[src/rtl/mmio_input_bank.sv]
// -----------------------------------------------------------------------------
// mmio_input_bank
//
// Memory-mapped input controller for IN_WIDTH switch/key lines. Each line is
// debounced independently. Every accepted level change on a line that is
// enabled in MASK latches an EDGE bit and raises the ready flag. A second
// change that arrives while ready is still set raises overrun. irq is
// IE & ready.
//
// Register map (byte offsets from BASE):
//   +0  DATA  RO   debounced levels, zero-extended
//   +4  CTRL       bit0 ready (RO, cleared by a DATA read)
//                  bit2 overrun (writing 0 clears it)
//                  bit8 IE (RW)
//   +8  MASK  RW   change-enable per line
//   +12 EDGE  W1C  latched change per line
//
// Ports:
//   clk         system clock
//   reset       asynchronous, active-high reset
//   we, re      bus write / read strobes
//   memAddr     bus byte address
//   dataBusIn   write data
//   in          raw switch/key levels
//   dataBusOut  read data, zero when the device is not selected
//   irq         interrupt request
//
// Build option:
//   INPUT_SYNC_EN  when defined, a two-flop synchroniser per line sits in front
//                  of the debounce sampler. This adds 2 cycles of latency.
// -----------------------------------------------------------------------------
module mmio_input_bank #(
  parameter int                    IN_WIDTH      = 10,
  parameter int                    BITS          = 32,
  parameter logic [BITS-1:0]       BASE          = 32'hF0000010,
  parameter int                    DEBOUNCE_TIME = 250000,
  parameter logic [IN_WIDTH-1:0]   MASK_RESET    = '1
) (
  input  logic                clk,
  input  logic                reset,
  input  logic                we,
  input  logic                re,
  input  logic [BITS-1:0]     memAddr,
  input  logic [BITS-1:0]     dataBusIn,
  input  logic [IN_WIDTH-1:0] in,
  output logic [BITS-1:0]     dataBusOut,
  output logic                irq
);

  localparam int              CNT_W     = $clog2(DEBOUNCE_TIME + 1);
  localparam logic [CNT_W-1:0] CNT_MAX  = CNT_W'(DEBOUNCE_TIME);

  localparam logic [BITS-1:0] ADDR_DATA = BASE;
  localparam logic [BITS-1:0] ADDR_CTRL = BASE + BITS'(4);
  localparam logic [BITS-1:0] ADDR_MASK = BASE + BITS'(8);
  localparam logic [BITS-1:0] ADDR_EDGE = BASE + BITS'(12);

  // ---------------------------------------------------------------------------
  // State
  // ---------------------------------------------------------------------------
  logic [IN_WIDTH-1:0] samp;
  logic [IN_WIDTH-1:0] stable;
  logic [CNT_W-1:0]    cnt [IN_WIDTH];
  logic [IN_WIDTH-1:0] mask;
  logic [IN_WIDTH-1:0] edge_q;
  logic                ready;
  logic                overrun;
  logic                ie;

  // ---------------------------------------------------------------------------
  // Bus decode
  // ---------------------------------------------------------------------------
  logic wr_ctrl, wr_mask, wr_edge, rd_data, rd_any;

  assign wr_ctrl = we && (memAddr == ADDR_CTRL);
  assign wr_mask = we && (memAddr == ADDR_MASK);
  assign wr_edge = we && (memAddr == ADDR_EDGE);
  assign rd_any  = re && !we;
  assign rd_data = rd_any && (memAddr == ADDR_DATA);

  // Only the low data bits are meaningful; fold the rest away for lint.
  logic unused_bus;
  assign unused_bus = &{1'b0, dataBusIn};

  // ---------------------------------------------------------------------------
  // Optional input synchroniser
  // ---------------------------------------------------------------------------
  logic [IN_WIDTH-1:0] samp_src;

`ifdef INPUT_SYNC_EN
  logic [IN_WIDTH-1:0] sync1, sync2;

  always_ff @(posedge clk or posedge reset) begin
    if (reset) begin
      sync1 <= '0;
      sync2 <= '0;
    end else begin
      sync1 <= in;
      sync2 <= sync1;
    end
  end

  assign samp_src = sync2;
`else
  assign samp_src = in;
`endif

  // ---------------------------------------------------------------------------
  // Debounce next-state
  // ---------------------------------------------------------------------------
  logic [IN_WIDTH-1:0] stable_nxt;
  logic [CNT_W-1:0]    cnt_nxt [IN_WIDTH];

  // NOTE: every output of a combinational block gets a default before any
  // branch, so no path leaves a value held and no latch is inferred.
  always_comb begin
    stable_nxt = stable;
    cnt_nxt    = cnt;
    for (int i = 0; i < IN_WIDTH; i++) begin
      if (samp[i] == stable[i]) begin
        // Agreement (including a glitch back) restarts the count.
        cnt_nxt[i] = '0;
      end else if (cnt[i] == CNT_MAX) begin
        stable_nxt[i] = samp[i];
        cnt_nxt[i]    = '0;
      end else begin
        cnt_nxt[i] = cnt[i] + CNT_W'(1);
      end
    end
  end

  // ---------------------------------------------------------------------------
  // Change events and flag next-state
  // ---------------------------------------------------------------------------
  logic [IN_WIDTH-1:0] chg;
  logic                evt;
  logic [IN_WIDTH-1:0] edge_nxt;
  logic                ready_nxt;
  logic                overrun_nxt;

  assign chg = (stable_nxt ^ stable) & mask;
  assign evt = |chg;

  always_comb begin
    edge_nxt    = edge_q;
    ready_nxt   = ready;
    overrun_nxt = overrun;

    // Clears are applied first so that a simultaneous set wins.
    if (wr_edge) edge_nxt = edge_q & ~dataBusIn[IN_WIDTH-1:0];
    edge_nxt = edge_nxt | chg;

    if (rd_data) ready_nxt = 1'b0;
    if (evt)     ready_nxt = 1'b1;

    if (wr_ctrl && !dataBusIn[2]) overrun_nxt = 1'b0;
    // A DATA read in the same cycle consumes the earlier change, so no overrun.
    if (evt && ready && !rd_data) overrun_nxt = 1'b1;
  end

  // ---------------------------------------------------------------------------
  // Registers
  // ---------------------------------------------------------------------------
  // NOTE: sequential state uses non-blocking assignments only, so every flop
  // samples the pre-edge values regardless of statement order.
  always_ff @(posedge clk or posedge reset) begin
    if (reset) begin
      samp    <= '0;
      stable  <= '0;
      // NOTE: the counter array is a handful of flops, not RAM, so it is
      // reset explicitly; a mid-count reset must abandon the count.
      for (int i = 0; i < IN_WIDTH; i++) cnt[i] <= '0;
      mask    <= MASK_RESET;
      edge_q  <= '0;
      ready   <= 1'b0;
      overrun <= 1'b0;
      ie      <= 1'b0;
    end else begin
      samp    <= samp_src;
      stable  <= stable_nxt;
      for (int i = 0; i < IN_WIDTH; i++) cnt[i] <= cnt_nxt[i];
      edge_q  <= edge_nxt;
      ready   <= ready_nxt;
      overrun <= overrun_nxt;
      if (wr_mask) mask <= dataBusIn[IN_WIDTH-1:0];
      if (wr_ctrl) ie   <= dataBusIn[8];
    end
  end

  // ---------------------------------------------------------------------------
  // Read mux and interrupt
  // ---------------------------------------------------------------------------
  always_comb begin
    dataBusOut = '0;
    if (rd_any) begin
      case (memAddr)
        ADDR_DATA: dataBusOut = BITS'(stable);
        ADDR_CTRL: dataBusOut = BITS'({ie, 5'b0, overrun, 1'b0, ready});
        ADDR_MASK: dataBusOut = BITS'(mask);
        ADDR_EDGE: dataBusOut = BITS'(edge_q);
        default:   dataBusOut = '0;
      endcase
    end
  end

  assign irq = ie & ready;

endmodule

[config.mk]
export PLATFORM = sky130hd
export DESIGN_NAME = mmio_input_bank
export DESIGN_NICKNAME = d
export VERILOG_FILES = /design/src/rtl/mmio_input_bank.sv
export SDC_FILE = /design/constraint.sdc
export NUM_CORES = 1
export LEC_CHECK = 0
export CAP_MARGIN = 20
export CORE_AREA = 2 2 149 151
export CTS_CLUSTER_SIZE = 30
export DETAILED_ROUTE_END_ITERATION = 10
export DIE_AREA = 0 0 151 153
export PLACE_DENSITY = 0.84
export REMOVE_ABC_BUFFERS = 1
export SYNTH_ARGS = -nofsm -noshare
export SYNTH_HDL_FRONTEND = slang
export SYNTH_SLANG_ARGS = --single-unit
[constraint.sdc]
create_clock -name clk -period 7 [get_ports clk]
set_input_delay 1.05 -clock clk [delete_from_list [all_inputs] [get_ports clk]]
set_output_delay 1.05 -clock clk [all_outputs]
set_load 0.1 [all_outputs]
==> results_dict.tcl, run 1 <==
set metrics [dict create \
    grt_pass1_vias 8420 \
    fin_nets 1277 \
    cts.hold.buffers_added 0 \
    r2r_cells 6 \
    synth_adder_area_share_pct 2.26 \
    synth-simple-area-share_pct 24.4 \
    crit_chain "clkdlybuf4s50_1 -> nor4_1 -> nand4_1 -> nor3_2 -> buf_4 -> a22oi_1 -> nor2_1 -> clkdlybuf4s50_1" \
    period_needed_ns 5.61 \
    rsz0062_at_grt "no" \
    num_antenna_cells 0 \
    critical_path_buf_inv_count 3 \
    drive_above_1_share_pct 7.94 \
    worstHoldPathCells 1 \
    post-place-ws_ns 1.49 \
    tightest_slew_ns 0.988 \
    final.period_utilization_pct 80.2 \
    synth_xor_area_share_pct 13.5 \
    relSlewSlack_pct 33.9 \
    start_util_pct 51.5 \
    wl_per_cell_um 15.7 \
    hold_viol_final 0 \
    synth_ff_type "dfrtp_1" \
    fp.dieArea_um2 23100 \
    worstSetupPathType "in -> out" \
    cts-root-buf "clkbuf_16" \
    cts_setup_buffers 0 \
    final_cell_mix "nor2_1 (217), dfrtp_1 (213), xor2_1 (106), nand3_1 (75), clkdlybuf4s50_1 (66)" \
    power.density_nw_per_um2 226 \
    postCtsResizedCells 0 \
    clock-sinks 223 \
    switchingPower_uw 664 \
    via_per_inst 5.46 \
    crit_family "buffers and inverters" \
    netlist_instances 1103 \
    cp-start-kind "primary input" \
    synthMuxAreaShare_pct 3.46 \
    ir_drop_mv 0.167 \
    clkLatencyLatePin_ns 0.52 \
    dp.final_hpwl_um 15400 \
    rows 54 \
    num_io_pins 111 \
    grtUsageTotal_pct 20.8 \
    async_flop_share_pct 100 \
    cpPeakStageDelay_ns 1.19 \
    drt_iter0_drc 436 \
    die_h_um 153 \
    final_common_cell "nor2_1" \
    synth_top_family_by_area "simple AND/OR/NAND/NOR gates" \
    worstHoldEndpoint "cnt[54]" \
    cp-end-kind "primary output" \
    core_area_um2 21500 \
    p_leak_uw 0.00551 \
    path_max_fanout 9 \
    area_delta_synth_final_pct 15.9 \
    drt-pass1-iter-count 7 \
    grt_max_degree 96 \
    setup_viol 0 \
    maxSlewViolCount 0 \
    pwr-share-comb_pct 6.1 \
    vias 8066 \
    hold_path.class "reg -> reg" \
    drc_errors 0 \
    yosysSeqAreaShare_pct 50.6 \
    netlist_area_um2 11100 \
    die_w_um 151 \
    yosysWarnings 0 \
    num-fill-cells 1719 \
    cts_tree "built" \
    yosysUniqueCellTypes 47 \
    h-tree-depth 1 \
    clockPowerShare_pct 48.2 \
    synth_compound_area_share_pct 1.80 \
    totalWireLength_um 23200 \
    r2r-end "cnt[36]" \
    numPortBuffers 66 \
    numCtsBuffers 24 \
    finalClockSkew_ns 0.0237 \
    drv_cap 0 \
    fmax_ghz 0.178 \
    syn_area_per_cell_um2 10.0 \
    synth_enable_flop_cells 0 \
    setup_slack_ns 1.39 \
    path_clk_slew_ns 0.06 \
    clockBufferDepth 3 \
    overflow 0 \
    antenna_found_initial 0 \
    status "finished, final reports clean" \
    grt_pass1_wl_um 39800 \
    gp_congestion 0.847 \
    arrival_ns 4.56 \
    switching_share_pct 22.9 \
    worstHoldStart "cnt[54]" \
    crit_top_cell "clkdlybuf4s50_1" \
    ys_seq_elements 223 \
    seqPwrFrac_pct 45.7 \
    p_int_uw 2240 \
    r2r_slack_ns 4.51 \
    p_total_uw 2900 \
    timing.rr.start "cnt[47]" \
    required_ns 5.95 \
    antenna_left 0 \
    setup-tns-final_ns 0 \
    slowest_stage "clkdlybuf4s50_1" \
]
==> cells in the mapped netlist (5+ instances only) <==
cell type / instances / area (um^2)
dfstp_2: 10 / 263
buf_2: 5 / 25.0
and2_1: 9 / 56.3
clkbuf_1: 11 / 41.3
and4_1: 14 / 123
nor2b_1: 9 / 56.3
and3_1: 40 / 250
nor4_1: 15 / 93.8
buf_4: 24 / 180
nor3_1: 15 / 75.1
xor2_1: 106 / 928
inv_1: 51 / 191
a22oi_1: 7 / 52.6
a22o_1: 5 / 43.8
nand4_1: 45 / 282
nand3_1: 75 / 375
nor4bb_1: 10 / 100
nor4b_1: 8 / 70.1
xnor2_1: 64 / 561
nand2_1: 65 / 244
nor2_1: 217 / 815
o21ai_0: 8 / 40.0
ha_1: 20 / 250
mux2_2: 28 / 315
dfrtp_1: 213 / 5330
==> registers in the layout, summed over array words and instances (netlist names) <==
register  flops
edge_q       10
samp         10
ready         1
overrun       1
stable       10
mask         10
cnt         180
ie            1
==> metal layers <==
layer / vias to the layer above / track usage, % / routed length, um / share of wire [%]
met4: 0 / 7.74 / 796 / 3.4
li1: 3837 / - / - / -
met5: - / 0 / 0 / 0
met1: 3992 / 26.8 / 10000 / 43
met2: 178 / 35.4 / 11400 / 49
met3: 59 / 3.22 / 997 / 4.3
==> final cells by class <==
cell class / instances / area, um^2 / area share [%]
clock buffer: 34 / 699 / 5.45
clock inverter: 10 / 180 / 1.41
inverter: 52 / 203 / 1.58
multi-input combinational: 808 / 5110 / 39.8
sequential: 223 / 5590 / 43.6
tap: 280 / 350 / 2.73
timing repair buffer: 70 / 691 / 5.39
==> through the flow <==
step           hold slack (ns)  instances  area [um^2]  utilization (%)
6_report                 0.482       1477        12800             59.7
3_5_place_dp             0.483       1433        11900             55.6
5_1_grt                  0.515       1477        12800             59.7
2_1_floorplan            0.446       1083        10900                -
4_1_cts                  0.490       1477        12800             59.7
3_3_place_gp             0.464       1433        11900             55.6
==> how the worst max path moves through the flow <==
stage               slack (ns)  cells past startpoint        start            end
floorplan                -0.14                      1        reset         cnt[0]
global placement          1.56                      8   memAddr[9]  dataBusOut[4]
detailed placement        1.49                      8  memAddr[21]  dataBusOut[7]
CTS                       1.45                      8   memAddr[9]  dataBusOut[3]
global route              1.24                      8  memAddr[21]  dataBusOut[7]
finish                    1.39                      8  memAddr[18]  dataBusOut[7]
==> logic make-up after synthesis <==
group                    count (synthesis)
AO/OA/AOI/OAI                           27
multiplexers                            31
AND/OR/NAND/NOR                        538
XOR/XNOR                               170
buffers and inverters                   93
other                                    1
adder cells (fa/ha/maj)                 20
flip-flops                             223
==> power groups by stage <==
stage               sequential [uW]  combinational [uW]  clock (uW)
detailed placement             1350                 177           0
global route                   1330                 194        1470
global placement               1350                 172           0
floorplan                      1340                 116           0
CTS                            1330                 179        1420
finish                         1330                 177        1400
(Power assumes the default switching activity.)
==> run 2, diff against run 1 <==
==> constraint.sdc (replaced) <==
create_clock -name clk -period 4.95 [get_ports clk]
set_input_delay 0.7425 -clock clk [delete_from_list [all_inputs] [get_ports clk]]
set_output_delay 0.7425 -clock clk [all_outputs]
set_load 0.1 [all_outputs]
==> results_dict.tcl, run 2 (same netlist as run 1, synthesis figures left out) <==
set metrics [dict create \
    clock-sinks 223 \
    required_ns 4.21 \
    placed_cells 1433 \
    clockBufferDepth 3 \
    drc_errors 0 \
    p_total_uw 4120 \
    gp_congestion 0.819 \
    drv_cap 0 \
    dp.final_hpwl_um 15000 \
    final_cell_area_um2 12800 \
    finalClockSkew_ns 0.00895 \
    num_io_pins 111 \
    die_w_um 151 \
    fmax_ghz 0.247 \
    p_leak_uw 0.00555 \
    totalWireLength_um 22400 \
    clockPowerShare_pct 48.4 \
    instances_no_fill 1477 \
    rsz0062_at_grt "no" \
    hold_path.class "reg -> reg" \
    area_delta_synth_final_pct 15.9 \
    path_clk_slew_ns 0.06 \
    status "finished, final reports clean" \
    worstSetupPathType "in -> out" \
    seqPwrFrac_pct 45.6 \
    hold_viol_final 0 \
    wl_per_cell_um 15.2 \
    final_common_cell "nor2_1" \
    die_h_um 153 \
    drt_iter0_drc 606 \
    grt_pass1_wl_um 38000 \
    largest_reg_flops 180 \
    final_cell_mix "nor2_1 (217), dfrtp_1 (213), xor2_1 (106), nand3_1 (75), nand2_1 (65)" \
    cts.hold.buffers_added 0 \
    antenna_left 0 \
    drt-pass1-iter-count 4 \
    core_area_um2 21500 \
    vias 7955 \
    p_int_uw 3200 \
    cts-root-buf "clkbuf_16" \
    tightest_slew_ns 1.05 \
    cp-start-kind "primary input" \
    numCtsBuffers 24 \
    h-tree-depth 1 \
    maxSlewViolCount 0 \
    drive_above_1_share_pct 8.77 \
    relSlewSlack_pct 29.8 \
    grt_max_degree 144 \
    switching_share_pct 22.3 \
    fp.dieArea_um2 23100 \
    rows 54 \
    final.period_utilization_pct 81.7 \
    overflow 0 \
    arrival_ns 3.30 \
    grtUsageTotal_pct 19.9 \
    start_util_pct 51.5 \
    ir_drop_mv 0.209 \
    grt_pass1_vias 8039 \
    numPortBuffers 66 \
    clkLatencyLatePin_ns 0.51 \
    num-fill-cells 1743 \
    fin_nets 1277 \
    postCtsResizedCells 0 \
    cts_tree "built" \
    placed_area_um2 11900 \
    period_needed_ns 4.04 \
    via_per_inst 5.39 \
    cts_setup_buffers 0 \
    switchingPower_uw 917 \
    regMostFlops "cnt" \
    antenna_found_initial 0 \
    num_antenna_cells 0 \
    holdWs_ns 0.479 \
    power.density_nw_per_um2 321 \
    setup_viol 0 \
    pwr-share-comb_pct 6.1 \
    path_max_fanout 8 \
    cp-end-kind "primary output" \
]
-- run 2: worst max-delay path, cell delays in order --
cell             delay, ns
clkdlybuf4s50_1       0.41
nor4b_1               0.30
nand4_1               0.31
or2_4                 0.36
nor3_4                0.43
a22oi_1               0.17
nor2_1                0.22
buf_4                 0.34
-- run 2: stage by stage --
| stage | utilization (%) | TNS (ns) | setup WS (ns) |
|---|---|---|---|
| after floorplan | - | -402.53 | -1.88 |
| after global placement | 55.5 | 0 | 0.934 |
| after detailed placement | 55.5 | 0 | 0.946 |
| after CTS | 59.7 | 0 | 0.921 |
| after global routing | 59.7 | 0 | 0.679 |
| final | 59.7 | 0 | 0.907 |
-- run 2: area by class of cell --
cell class                 instances  area [um^2]  share of cell area [%]
inverter                          52          203                    1.58
sequential                       223         5590                    43.6
tap                              280          350                    2.73
multi-input combinational        808         5110                    39.8
clock buffer                      33          686                    5.35
timing repair buffer              70          678                    5.29
clock inverter                    11          205                    1.60
-- run 2: final timing paths --
check                      startpoint             to  slack (ns)  cells past startpoint
max                        memAddr[0]  dataBusOut[4]        0.91                      8
min                           cnt[54]        cnt[54]        0.48                      1
max reg2reg                  cnt[173]       cnt[179]        2.49                      6
min reg2reg                   cnt[54]        cnt[54]        0.48                      1
max in group asynchronous       reset        mask[3]        3.03                      3
min in group asynchronous       reset        cnt[54]        0.75                      2
-- run 2: power by group through the flow --
stage          registers (uW)  logic (uW)  clock network [uW]
6_report                 1880         250                1990
5_1_grt                  1880         276                2110
4_1_cts                  1880         253                2030
3_5_place_dp             1910         249                   0
3_3_place_gp             1910         245                   0
2_1_floorplan            1900         164                   0
-- run 2: metal layers --
layer  GRT usage (%)  share of wire [%]
met1            26.7                 44
met2            33.4                 50
met3            3.19                4.4
met4            5.61                1.9
met5               0                  0
